<file path="src/rtl/hazard_ctrl_pkg.sv">
// Shared encodings for the hazard controller: result-select load code,
// forwarding-select codes, architectural zero register and FSM states.
package hazard_ctrl_pkg;

    localparam logic [1:0] RES_LOAD = 2'b01;

    localparam logic [1:0] FWD_RF = 2'b00;
    localparam logic [1:0] FWD_W  = 2'b01;
    localparam logic [1:0] FWD_M  = 2'b10;

    localparam logic [4:0] REG_X0 = 5'd0;

    typedef enum logic [1:0] {
        ST_RUN  = 2'b00,
        ST_WAIT = 2'b01,
        ST_ERR  = 2'b10
    } hz_state_t;

endpackage

</file>
<file path="src/rtl/hazard_fwd_unit.sv">
// Forward-select for one E-stage source operand. The M stage holds the
// younger producer, so it is checked before W; x0 is never forwarded.
module hazard_fwd_unit
    import hazard_ctrl_pkg::*;
(
    input  logic [4:0] rs,
    input  logic [4:0] rd_m,
    input  logic [4:0] rd_w,
    input  logic       reg_write_m,
    input  logic       reg_write_w,
    output logic [1:0] fwd
);

    // Priority select: M result, then W result, then register file
    always_comb begin
        fwd = FWD_RF;
        if (reg_write_m && (rd_m != REG_X0) && (rd_m == rs)) begin
            fwd = FWD_M;
        end else if (reg_write_w && (rd_w != REG_X0) && (rd_w == rs)) begin
            fwd = FWD_W;
        end
    end

endmodule

</file>
<file path="src/rtl/hazard_ctrl.sv">
// Central hazard controller for the 5-stage pipeline: stall/flush control,
// E-stage forwarding selects, data-memory wait sequencing with a watchdog,
// and saturating performance counters.
module hazard_ctrl
    import hazard_ctrl_pkg::*;
#(
    parameter int TIMEOUT = 256,
    parameter int CNT_W   = 16
) (
    input  logic             clk,
    input  logic             rst,
    input  logic [4:0]       rs1_d,
    input  logic [4:0]       rs2_d,
    input  logic [4:0]       rs1_e,
    input  logic [4:0]       rs2_e,
    input  logic [4:0]       rd_e,
    input  logic [4:0]       rd_m,
    input  logic [4:0]       rd_w,
    input  logic             reg_write_m,
    input  logic             reg_write_w,
    input  logic [1:0]       result_src_e,
    input  logic             pc_src_e,
    input  logic             mem_req_m,
    input  logic             mem_ready,
    output logic             stall_f,
    output logic             stall_d,
    output logic             flush_d,
    output logic             flush_e,
    output logic             stall_e,
    output logic             stall_m,
    output logic             flush_w,
    output logic [1:0]       forward_a_e,
    output logic [1:0]       forward_b_e,
    output logic             mem_err,
    output logic [CNT_W-1:0] cnt_lu,
    output logic [CNT_W-1:0] cnt_flush,
    output logic [CNT_W-1:0] cnt_mwait
);

    localparam int                WAIT_W    = $clog2(TIMEOUT + 1);
    localparam logic [WAIT_W-1:0] WAIT_ONE  = WAIT_W'(1);
    localparam logic [WAIT_W-1:0] WAIT_LAST = WAIT_W'(TIMEOUT - 1);
    localparam logic [CNT_W-1:0]  CNT_ONE   = CNT_W'(1);
    localparam logic [CNT_W-1:0]  CNT_MAX   = '1;

    hz_state_t         state, state_next;
    logic [WAIT_W-1:0] wait_cnt, wait_cnt_next;
    logic              lu;
    logic              freeze;

    hazard_fwd_unit u_fwd_a (
        .rs          (rs1_e),
        .rd_m        (rd_m),
        .rd_w        (rd_w),
        .reg_write_m (reg_write_m),
        .reg_write_w (reg_write_w),
        .fwd         (forward_a_e)
    );

    hazard_fwd_unit u_fwd_b (
        .rs          (rs2_e),
        .rd_m        (rd_m),
        .rd_w        (rd_w),
        .reg_write_m (reg_write_m),
        .reg_write_w (reg_write_w),
        .fwd         (forward_b_e)
    );

    // Load in E whose destination is read by the instruction in D
    always_comb begin
        lu = (result_src_e == RES_LOAD) && (rd_e != REG_X0) &&
             ((rd_e == rs1_d) || (rd_e == rs2_d));
    end

    // Memory-wait FSM state and wait counter
    always_ff @(posedge clk or negedge rst) begin
        if (!rst) begin
            state    <= ST_RUN;
            wait_cnt <= '0;
        end else begin
            state    <= state_next;
            wait_cnt <= wait_cnt_next;
        end
    end

    // Next state: enter WAIT on an unready access, trip ERR once the
    // wait has lasted TIMEOUT consecutive cycles
    always_comb begin
        state_next    = state;
        wait_cnt_next = wait_cnt;
        case (state)
            ST_RUN: begin
                if (mem_req_m && !mem_ready) begin
                    state_next    = ST_WAIT;
                    wait_cnt_next = WAIT_ONE;
                end
            end
            ST_WAIT: begin
                if (mem_ready) begin
                    state_next    = ST_RUN;
                    wait_cnt_next = '0;
                end else if (wait_cnt == WAIT_LAST) begin
                    state_next = ST_ERR;
                end else begin
                    wait_cnt_next = wait_cnt + WAIT_ONE;
                end
            end
            ST_ERR: begin
                state_next = ST_ERR;
            end
            default: begin
                state_next    = ST_RUN;
                wait_cnt_next = '0;
            end
        endcase
    end

    // Pipeline control: a memory freeze holds every stage and bubbles W;
    // otherwise a taken branch kills D/E and beats a load-use stall
    always_comb begin
        freeze  = ((state == ST_RUN) && mem_req_m && !mem_ready) ||
                  ((state == ST_WAIT) && !mem_ready) ||
                  (state == ST_ERR);
        stall_f = 1'b0;
        stall_d = 1'b0;
        flush_d = 1'b0;
        flush_e = 1'b0;
        stall_e = 1'b0;
        stall_m = 1'b0;
        flush_w = 1'b0;
        mem_err = (state == ST_ERR);
        if (freeze) begin
            stall_f = 1'b1;
            stall_d = 1'b1;
            stall_e = 1'b1;
            stall_m = 1'b1;
            flush_w = 1'b1;
        end else begin
            flush_d = pc_src_e;
            flush_e = lu || pc_src_e;
            stall_f = lu && !pc_src_e;
            stall_d = lu && !pc_src_e;
        end
    end

    // Saturating performance counters, frozen once the watchdog has fired
    always_ff @(posedge clk or negedge rst) begin
        if (!rst) begin
            cnt_lu    <= '0;
            cnt_flush <= '0;
            cnt_mwait <= '0;
        end else if (state != ST_ERR) begin
            if (lu && !freeze && !pc_src_e && (cnt_lu != CNT_MAX)) begin
                cnt_lu <= cnt_lu + CNT_ONE;
            end
            if (pc_src_e && !freeze && (cnt_flush != CNT_MAX)) begin
                cnt_flush <= cnt_flush + CNT_ONE;
            end
            if (freeze && (cnt_mwait != CNT_MAX)) begin
                cnt_mwait <= cnt_mwait + CNT_ONE;
            end
        end
    end

endmodule

</file>
<file path="config.mk">
export PLATFORM = sky130hd
export DESIGN_NAME = hazard_ctrl
export DESIGN_NICKNAME = d
export VERILOG_FILES = /design/src/rtl/hazard_ctrl_pkg.sv /design/src/rtl/hazard_fwd_unit.sv /design/src/rtl/hazard_ctrl.sv
export SDC_FILE = /design/constraint.sdc
export NUM_CORES = 1
export LEC_CHECK = 0
export CORE_AREA = 2 2 94 96
export CTS_CLUSTER_SIZE = 28
export DETAILED_ROUTE_END_ITERATION = 8
export DIE_AREA = 0 0 96 98
export HOLD_SLACK_MARGIN = 0.02
export PLACE_DENSITY_LB_ADDON = 0.1
export SLEW_MARGIN = 20
export SYNTH_ARGS = -nofsm -noshare
export SYNTH_HDL_FRONTEND = slang
export SYNTH_SLANG_ARGS = --single-unit
export TNS_END_PERCENT = 100
</file>
<file path="constraint.sdc">
create_clock -name clk -period 4.3 [get_ports clk]
set_input_delay 0.645 -clock clk [delete_from_list [all_inputs] [get_ports clk]]
set_output_delay 0.645 -clock clk [all_outputs]
set_load 0.005 [all_outputs]
</file>
==> summary.txt, run 1 <==
Status
  – Run status: finished, final reports clean

Logic synthesis
  – Cells after Synth: between 300 and 400
  – Area contributors post-synth: dfrtp_1 (45%), xnor2_1 (13%), xor2_1 (7.9%)
  – Main synth FF type: dfrtp_1
  – YS warnings: 0
  – Area of the mapped netlist: around 0.0033 mm²
  – Share of the synthesized area in the top cell type: between 40% and 50%
  – Number of synthesized flops with an enable pin: 0
  – FF+latch count, synth: just under 60
  – Fraction of registers with async set/reset: 100%
  – Register area share after synthesis: roughly 45%
  – Avg Inst Size Synth: between 10 and 15 µm²
  – Post-synth top area cell: dfrtp_1
  – Distinct cells, synth: 50
  – Post-synth net total: about 370

Detailed routing
  – Antenna viol nets, final: 0
  – DR vias/cell: ~5
  – WL final: 7470 µm
  – Wirelength per Cell: 13.7 µm
  – Drc violations: 0
  – DRT iter0 DRCs: 57
  – Vias: around 2700
  – TritonRoute pass-1 iters: 4

Layout
  – Nets: roughly 480
  – Non-filler cells, final: approximately 550
  – Share of layout cells above drive strength 1: under 10%
  – # fillers: between 700 and 800
  – FF+latch area: around 0.0015 mm²
  – Ant. Diodes: 0
  – Most common cell after layout, fill and taps aside: clkdlybuf4s50_1
  – Most frequent cells in the layout: clkdlybuf4s50_1 (102), dfrtp_1 (59), xnor2_1 (50)
  – Multi-input gate area: around 0.0017 mm²
  – Layout Area Growth over Synthesis: 39.6%

Worst setup path
  – CP Max Fanout: 3
  – Critical path arrival: roughly 2.9 ns
  – Critical Path RT: approximately 3.7 ns
  – Worst setup path start: rd_m[0]
  – R2R Setup Slk: between 2 and 2.5 ns
  – Crit path kind: in2out
  – Reg-to-Reg Start: state[0]$_DFFE_PN0P_
  – Worst setup endpoint: forward_b_e[0]
  – Critical Path Sink Type: output pin
  – R2R cell count: 7
  – Launching element type of the critical path: input pin
  – Worst r2r dst: cnt_lu[1]$_DFFE_PN0P_

Pwr
  – Switching Share: roughly 23%
  – Comb pwr share: approximately 9%
  – NetSw: ~260 µW
  – Lkg Pwr: 1.94 nW
  – Maximum vdd drop: 0.000118 V
  – Share of power burned in the clock network: 42.8%
  – Seq pwr share: between 40% and 50%
  – Int Pwr: roughly 900 µW
  – PwrDens: roughly 250 mW/mm²

STA
  – Worst Tran Pin Value: between 0.7 and 0.8 ns
  – Fin Setup TNS: 0 ns
  – Final setup viols: 0
  – Relative slew slack: roughly 50%
  – Final Cycle Share: 82.1%
  – Fin. max-slew vios: 0
  – RSZ-0062 raised after global routing: false
  – Worst Clk Skew: roughly 0.0073 ns
  – Fin. Hold Viols: 0
  – Max Freq: about 280 MHz
  – Minimum clock period: approximately 3.5 ns

Place
  – Hpwl dp: approximately 5700 µm
  – Placer Congestion: approximately 0.80
  – PortBufs: 103
  – Placed instance count: ~530

Global routing
  – Grt ovf: 0
  – Vias in the first global route: approximately 2700
  – Initial antenna violation count: 0
  – Total GRT Usage: between 15 and 20%
  – Largest net degree at the start of global routing: 60
  – Global-route wire length before repair: between 10000 and 15000 µm

Clocking
  – CTS Buf Count: 9
  – Worst-Skew Late Latency: between 0.3 and 0.4 ns
  – CTS HTree Levels: 3
  – Post-cts sizing count: 0
  – Sink Count: a little under 60
  – Clock buffer depth: 2
  – CTS tree: yes
  – CTS Hold Bufs: 0
  – Clock Pin Slew Worst Setup and Hold Paths: roughly 0.07 ns
  – Post-CTS setup buffer count: 0
  – Root buffer cell: clkbuf_8

Floorplanning
  – Die area: about 0.0094 mm²
  – Chip height: 98 µm
  – Horiz. Die Dim: 96 µm
  – Core ar.: 0.00847 mm²
  – Ports: around 100
  – Rows: 34
  – Initial core utilization: roughly two fifths

Hold path
  – Min-delay worst type: in2async

Run
  – Max_cap viols: 0
## power by group through the flow
stage | clock, mW | sequential (mW) | combinational (mW)
after floorplan | 0 | 0.570 | 0.0352
after CTS | 0.512 | 0.560 | 0.105
final | 0.497 | 0.561 | 0.102
after detailed placement | 0 | 0.571 | 0.104
after global placement | 0 | 0.571 | 0.104
after global routing | 0.538 | 0.561 | 0.114
## synthesized netlist by cell type, types with 4 or more instances
| cell type | instances |
|---|---|
| and3_1 | 8 |
| and4_1 | 4 |
| buf_4 | 4 |
| dfrtp_1 | 59 |
| ha_1 | 5 |
| inv_1 | 10 |
| nand2_1 | 30 |
| nand3_1 | 22 |
| nand4_1 | 13 |
| nor2_1 | 23 |
| nor2_2 | 4 |
| nor4_1 | 4 |
| o21ai_0 | 6 |
| o22ai_1 | 4 |
| or4_1 | 5 |
| xnor2_1 | 50 |
| xor2_1 | 30 |
## per-stage QoR
step                      utilization [%]  setup WS (ns)  hold WS, ns  area [µm²]  power [mW]
after floorplan                         -           1.88        0.349        3310       0.606
after global placement               52.2          0.841        0.472        4420       0.675
after detailed placement             52.2          0.741        0.476        4420       0.675
after CTS                            54.5          0.757        0.487        4620        1.18
after global routing                 54.5          0.649        0.509        4620        1.21
final                                54.5          0.768        0.459        4620        1.16
## worst min-delay path by stage
stage | startpoint | to | depth (start not counted)
2_1_floorplan | rst | cnt_flush[0]$_DFFE_PN0P_ | 0
3_5_place_dp | cnt_flush[6]$_DFFE_PN0P_ | cnt_flush[6]$_DFFE_PN0P_ | 1
3_3_place_gp | cnt_flush[6]$_DFFE_PN0P_ | cnt_flush[6]$_DFFE_PN0P_ | 1
5_1_grt | cnt_flush[6]$_DFFE_PN0P_ | cnt_flush[6]$_DFFE_PN0P_ | 1
6_report | rst | wait_cnt[2]$_DFFE_PN0P_ | 2
4_1_cts | rst | cnt_mwait[0]$_DFFE_PN0P_ | 2
## worst max-delay path: stages
cell	delay, ns
clkdlybuf4s50_1	0.46
or4_1	0.55
o21ai_0	0.25
nor4_1	0.11
nor4_1	0.30
clkdlybuf4s50_1	0.57
## metal layers
layer / vias up / GRT usage (%) / share of wire, %
li1: 1336 / - / -
met1: 1268 / 22.6 / 46
met2: 71 / 26.4 / 47
met3: 10 / 4.63 / 6.4
met4: 0 / 4.95 / 1.0
met5: - / 0 / 0
## flip-flops by register name (all words and copies together) (netlist names)
name       cells
cnt_flush     16
cnt_mwait     16
state          2
cnt_lu        16
wait_cnt       9
## cells by family (layout without fill, tap and decap cells)
group                    count (synthesis)  count (layout)  synth area share (%)
AND/OR/NAND/NOR                        135             135                  22.9
adder cells (fa/ha/maj)                  5               5                  1.89
XOR/XNOR                                80              80                  21.2
buffers and inverters                   17             131                  2.84
flip-flops                              59              59                  44.7
multiplexers                             4               4                  1.44
AO/OA/AOI/OAI                           23              23                  5.07
## layout make-up
cell class                 instances  share of cell area [%]
clock buffer                      11                    3.06
multi-input combinational        247                    37.6
inverter                          11                   0.895
clock inverter                     5                    1.14
sequential                        59                    32.0
timing repair buffer             104                    22.4
tap                              108                    2.93
No activity file was read; power rests on OpenSTA's default activity.
==> run 2, diff against run 1 <==
clock period = 3.4 ns   (was 4.3 ns; I/O delays follow)
==> run 2 against run 1 <==
Net effect:
- global-route usage increased by 0.22 points
- via count rose by 0.74%
- non-clock buffer count increased by 1
- combinational power rose by 28%
- routed wire length about the same
- die area is the same
- flip-flop and latch count unchanged
- core utilization decreased by 0.074 points
- sequential power up 26%
- clock-buffer cell count grew 1
- clock skew shrank 0.0014 ns
==> summary.txt, run 2 (synthesized netlist as in run 1, its figures left out) <==
Status
  – Run status: finished, final reports clean

Layout
  – Top flop regs: cnt_flush: 16 flops, cnt_lu: 16 flops, cnt_mwait: 16 flops
  – Ant. Diodes: 0 (unchanged)
  – Util after Layout: 54.4% (-0.074 points)
  – Layout Area Growth over Synthesis: 39.4%
  – Most frequent cells in the layout: clkdlybuf4s50_1 (102), dfrtp_1 (59), xnor2_1 (50)
  – Share of layout cells above drive strength 1: 9.13% (+0.21 points)
  – Nets: 482 (+0.21%)
  – # fillers: 782 (+4.4%)
  – Layout Cell Area excl Fill: 0.00461 mm² (-0.14%)
  – Most common cell after layout, fill and taps aside: clkdlybuf4s50_1
  – Non-filler cells, final: 546 (+0.18%)

Place
  – Area post-placement: 0.00443 mm² (+0.17%)
  – Hpwl dp: 5830 µm (+1.9%)
  – PortBufs: 103 (unchanged)
  – Placer Congestion: 0.790 (-0.97%)
  – Dpl ws: 0.125 ns (-0.616 ns)
  – Placed instance count: 530 (+0.19%)

Pwr
  – PwrDens: 307 mW/mm² (+22%)
  – Final Power: 1.41 mW (+22%)
  – Lkg Pwr: 1.94 nW (-0.27%)
  – Maximum vdd drop: 0.000149 V (+27%)

STA
  – Final Cycle Share: about 96%
  – Max Freq: just over 300 MHz
  – Worst Clk Skew: 0.00593 ns (-0.00140 ns)
  – Worst setup margin: 0.143 ns (-0.625 ns)
  – Worst Tran Pin Value: 0.922 ns (+0.175 ns)
  – Worst hold margin: 0.307 ns (-0.152 ns)
  – Final setup viols: 0 (unchanged)
  – Fin. Hold Viols: 0 (unchanged)
  – Relative slew slack: 38.5% (-12 points)
  – Minimum clock period: 3.26 ns
  – RSZ-0062 raised after global routing: false
  – Fin. max-slew vios: 0 (unchanged)
  – Fin Setup TNS: 0 ns (unchanged)

Worst setup path
  – CP Max Fanout: 3 (unchanged)
  – Launching element type of the critical path: input pin
  – R2R Setup Slk: 1.22 ns (-0.91 ns)
  – Crit path kind: in2out
  – Critical path arrival: 2.75 ns (-0.14 ns)
  – Slowest library cell on the worst path: clkdlybuf4s50_1
  – Max incr delay on CP: 0.56 ns (about the same)
  – Chain of cells forming the critical path: clkdlybuf4s50_1 -> or4_1 -> o21ai_0 -> nor4_1 -> nor4_1 -> clkdlybuf4s50_1
  – Critical Path RT: 2.89 ns (-0.76 ns)
  – Critical Path Sink Type: output pin

Global routing
  – Total GRT Usage: 17.0% (+0.22 points)
  – Largest net degree at the start of global routing: 43 (-28%)
  – Vias in the first global route: 2673 (-0.63%)
  – Global-route wire length before repair: 12700 µm (+0.77%)
  – Grt ovf: 0 (unchanged)
  – Initial antenna violation count: 0 (unchanged)

Floorplanning
  – Horiz. Die Dim: 96 µm (unchanged)
  – Initial core utilization: 39.0% (unchanged)
  – Rows: 34 (unchanged)
  – Core ar.: 0.00847 mm² (unchanged)
  – Ports: 104 (unchanged)
  – Die area: 0.00941 mm² (unchanged)
  – Chip height: 98 µm (unchanged)

Detailed routing
  – Vias: 2705 (+0.74%)
  – DRT iter0 DRCs: 55 (-3.5%)
  – DRT met1 WL: 3510 µm (+2.3%)
  – DR vias/cell: 4.95 (+0.56%)
  – Drc violations: 0 (unchanged)
  – Top sig layer: met4
  – Wirelength per Cell: 13.7 µm (-0.12%)
  – WL met3: 397 µm (-17%)
  – TritonRoute pass-1 iters: 4 (unchanged)
  – DR WL met2: 3550 µm (+1.8%)
  – WL final: 7480 µm (about the same)
  – Antenna viol nets, final: 0 (unchanged)

Clocking
  – CTS Hold Bufs: 0 (unchanged)
  – CTS Buf Count: 9 (unchanged)
  – Post-cts sizing count: 0 (unchanged)
  – Clock buffer depth: 2 (unchanged)
  – Clock Pin Slew Worst Setup and Hold Paths: 0.07 ns (about the same)
  – CTS HTree Levels: 3 (unchanged)
  – Worst-Skew Late Latency: 0.33 ns (about the same)
  – CTS tree: yes
  – Root buffer cell: clkbuf_8
  – Sink Count: 59 (unchanged)
  – Post-CTS setup buffer count: 0 (unchanged)

Run
  – Max_cap viols: 0 (unchanged)

Hold path
  – Min-delay worst type: in2async
## run 2: changes by cell type in the layout (fill, tap and decap cells not counted), sizes merged
cell | before | now
buf | 2 | 3
clkbuf | 11 | 12
bufinv | 1 | 0
clkinvlp | 1 | 2
clkinv | 3 | 2
## run 2: final timing paths
kind / endpoint / startpoint / cells after the start
setup reg to reg: cnt_lu[1]$_DFFE_PN0P_ / state[0]$_DFFE_PN0P_ / 7
hold reg to reg: cnt_flush[6]$_DFFE_PN0P_ / cnt_flush[6]$_DFFE_PN0P_ / 1
hold / removal: cnt_mwait[0]$_DFFE_PN0P_ / rst / 1
min in group clk: cnt_flush[6]$_DFFE_PN0P_ / cnt_flush[6]$_DFFE_PN0P_ / 1
max in group asynchronous: cnt_lu[0]$_DFFE_PN0P_ / rst / 2
setup / recovery: forward_b_e[0] / rd_m[0] / 6
## run 2: layout make-up
type / instances / area [µm²] / area share [%]
timing repair buffer: 105 / 1040 / 22.6
clock inverter: 4 / 25.0 / 0.543
multi-input combinational: 247 / 1740 / 37.6
tap: 108 / 135 / 2.93
inverter: 11 / 41.3 / 0.896
clock buffer: 12 / 155 / 3.37
sequential: 59 / 1480 / 32.0
## run 2: per-layer routing
layer | vias up | track usage, %
li1 | 1334 | -
met1 | 1303 | 23.5
met2 | 64 | 26.1
met3 | 4 | 5.25
met4 | 0 | 4.07
met5 | - | 0
## run 2: worst max-delay path: cells and delay by family
kind	cells	cell delay (ns)
AO/OA/AOI/OAI	1	0.24
buffers and inverters	2	1.02
AND/OR/NAND/NOR	3	0.98
## run 2: power breakdown
group          internal [mW]  switching [mW]
Clock                  0.302           0.273
Sequential             0.705         0.00379
Combinational         0.0756          0.0549
==> run 3, diff against run 2 <==
CORE_AREA = 2 2 87 89   (was 2 2 94 96)
DIE_AREA = 0 0 89 91   (was 0 0 96 98)
==> run 3 against run 2 <==
Net effect:
- register-to-register slack barely moved
- routed wire length down 1.2%
- sequential power about the same
- non-clock buffer count stayed put
- power is 14% higher
- highest routed layer unchanged
==> summary.txt, run 3 (synthesized netlist as in run 1, its figures left out) <==
Status
  – Run status: finished, final reports clean

Detailed routing
  – DR vias/cell: 5.02 (+1.4%)
  – DRT iter0 DRCs: 45 (-18%)
  – Wirelength per Cell: 13.8 µm (+0.47%)
  – DRT met1 WL: 3430 µm (-2.2%)
  – Antenna viol nets, final: 0 (unchanged)
  – Drc violations: 0 (unchanged)
  – WL met3: 372 µm (-6.3%)
  – WL final: 7390 µm (-1.2%)
  – DR WL met2: 3490 µm (-1.7%)
  – TritonRoute pass-1 iters: 4 (unchanged)
  – Top sig layer: met4
  – Vias: 2698 (-0.26%)

Layout
  – Nets: 482 (unchanged)
  – Most common cell after layout, fill and taps aside: clkdlybuf4s50_1
  – Top flop regs: cnt_flush: 16 flops, cnt_lu: 16 flops, cnt_mwait: 16 flops
  – Util after Layout: 65.4% (+11 points)
  – Most frequent cells in the layout: clkdlybuf4s50_1 (102), dfrtp_1 (59), xnor2_1 (50)
  – Share of layout cells above drive strength 1: 9.36% (+0.23 points)
  – Ant. Diodes: 0 (unchanged)
  – Layout Area Growth over Synthesis: 41.1%

Clocking
  – Post-cts sizing count: 0 (unchanged)
  – Clock buffer depth: 2 (unchanged)
  – Clock Pin Slew Worst Setup and Hold Paths: 0.07 ns (about the same)
  – Worst-Skew Late Latency: 0.34 ns (about the same)
  – Post-CTS setup buffer count: 0 (unchanged)
  – Root buffer cell: clkbuf_8
  – CTS tree: yes
  – Sink Count: 59 (unchanged)
  – CTS Hold Bufs: 0 (unchanged)
  – CTS HTree Levels: 3 (unchanged)
  – CTS Buf Count: 9 (unchanged)

Worst setup path
  – Critical Path Sink Type: output pin
  – R2R Setup Slk: 1.23 ns (about the same)
  – Slowest library cell on the worst path: clkdlybuf4s50_1
  – Worst path top cell family by delay: buffers and inverters
  – Chain of cells forming the critical path: clkdlybuf4s50_1 -> or4_1 -> o21ai_0 -> nor4_1 -> nor4_1 -> clkdlybuf4s50_1
  – CP Max Fanout: 3 (unchanged)
  – Launching element type of the critical path: input pin
  – Critical Path RT: 2.89 ns (about the same)
  – Buffers & Inverters on Critical Path: 2 (unchanged)
  – Critical path arrival: 2.74 ns (about the same)
  – Max incr delay on CP: 0.56 ns (about the same)
  – Crit path kind: in2out

Global routing
  – Largest net degree at the start of global routing: 31 (-28%)
  – Grt ovf: 0 (unchanged)
  – Total GRT Usage: 19.9% (+2.9 points)
  – Vias in the first global route: 2716 (+1.6%)
  – Initial antenna violation count: 0 (unchanged)
  – Global-route wire length before repair: 12800 µm (+0.71%)

Place
  – PortBufs: 103 (unchanged)
  – Hpwl dp: 5660 µm (-3.0%)
  – Placer Congestion: 0.845 (+6.9%)

STA
  – Final setup viols: 0 (unchanged)
  – Relative slew slack: 55.7% (+17 points)
  – Fin Setup TNS: 0 ns (unchanged)
  – Worst hold margin: 0.204 ns (-0.103 ns)
  – Fin. Hold Viols: 0 (unchanged)
  – Minimum clock period: 3.25 ns (-0.00989 ns)
  – Max Freq: 308 MHz (+0.30%)
  – Final Cycle Share: 95.5% (-0.29 points)
  – Worst Clk Skew: 0.0103 ns (+0.00434 ns)
  – RSZ-0062 raised after global routing: false
  – Fin. max-slew vios: 0 (unchanged)
  – Worst Tran Pin Value: 0.655 ns (-0.267 ns)

Hold path
  – Min-delay worst type: in2async

Floorplanning
  – Rows: 31 (-8.8%)
  – Initial core utilization: 46.3% (+7.3 points)
  – Core ar.: 0.00714 mm² (-16%)
  – Ports: 104 (unchanged)
  – Die area: 0.00810 mm² (-14%)
  – Chip height: 91 µm (-7.1%)
  – Horiz. Die Dim: 89 µm (-7.3%)

Pwr
  – Final Power: 1.61 mW (+14%)
  – Lkg Pwr: 1.97 nW (+1.7%)
  – PwrDens: 346 mW/mm² (+13%)
  – Maximum vdd drop: 0.000238 V (+60%)

Run
  – Max_cap viols: 0 (unchanged)
run 3: power by group:
group          internal [mW]  total (mW)  switching [mW]
clock network          0.493       0.774           0.281
registers              0.705       0.709         0.00379
logic                 0.0757       0.131          0.0556
total                   1.27        1.61           0.340
run 3: worst paths after layout:
kind / from / endpoint / cells past startpoint
worst max-delay path: rd_m[0] / forward_a_e[0] / 6
max in group asynchronous: rst / cnt_lu[4]$_DFFE_PN0P_ / 2
worst min register to register: cnt_flush[6]$_DFFE_PN0P_ / cnt_flush[6]$_DFFE_PN0P_ / 1
min in group clk: cnt_flush[6]$_DFFE_PN0P_ / cnt_flush[6]$_DFFE_PN0P_ / 1
worst max register to register: state[0]$_DFFE_PN0P_ / cnt_lu[1]$_DFFE_PN0P_ / 7
worst min-delay path: rst / wait_cnt[5]$_DFFE_PN0P_ / 1
run 3: cell type report:
cell class	instances	area (µm²)
Tap cell	99	124
Clock inverter	3	67.6
Timing Repair Buffer	105	1040
Clock buffer	13	179
Sequential cell	59	1480
Inverter	11	41.3
Fill cell	604	2470
Multi-Input combinational cell	247	1740
run 3: through the flow:
step / std cells / cell area (µm²) / setup WS [ns]
after CTS: 537 / 4660 / 0.0903
after global placement: 521 / 4420 / 0.222
after global routing: 537 / 4660 / 0.0496
final: 537 / 4660 / 0.153
after detailed placement: 521 / 4420 / 0.0627
after floorplan: 323 / 3310 / 1.25
run 3: metal layers:
layer / vias to the layer above / track usage [%]
met5: - / 0
met4: 0 / 6.59
met3: 10 / 4.91
met2: 77 / 31.3
met1: 1280 / 26.9
li1: 1331 / -
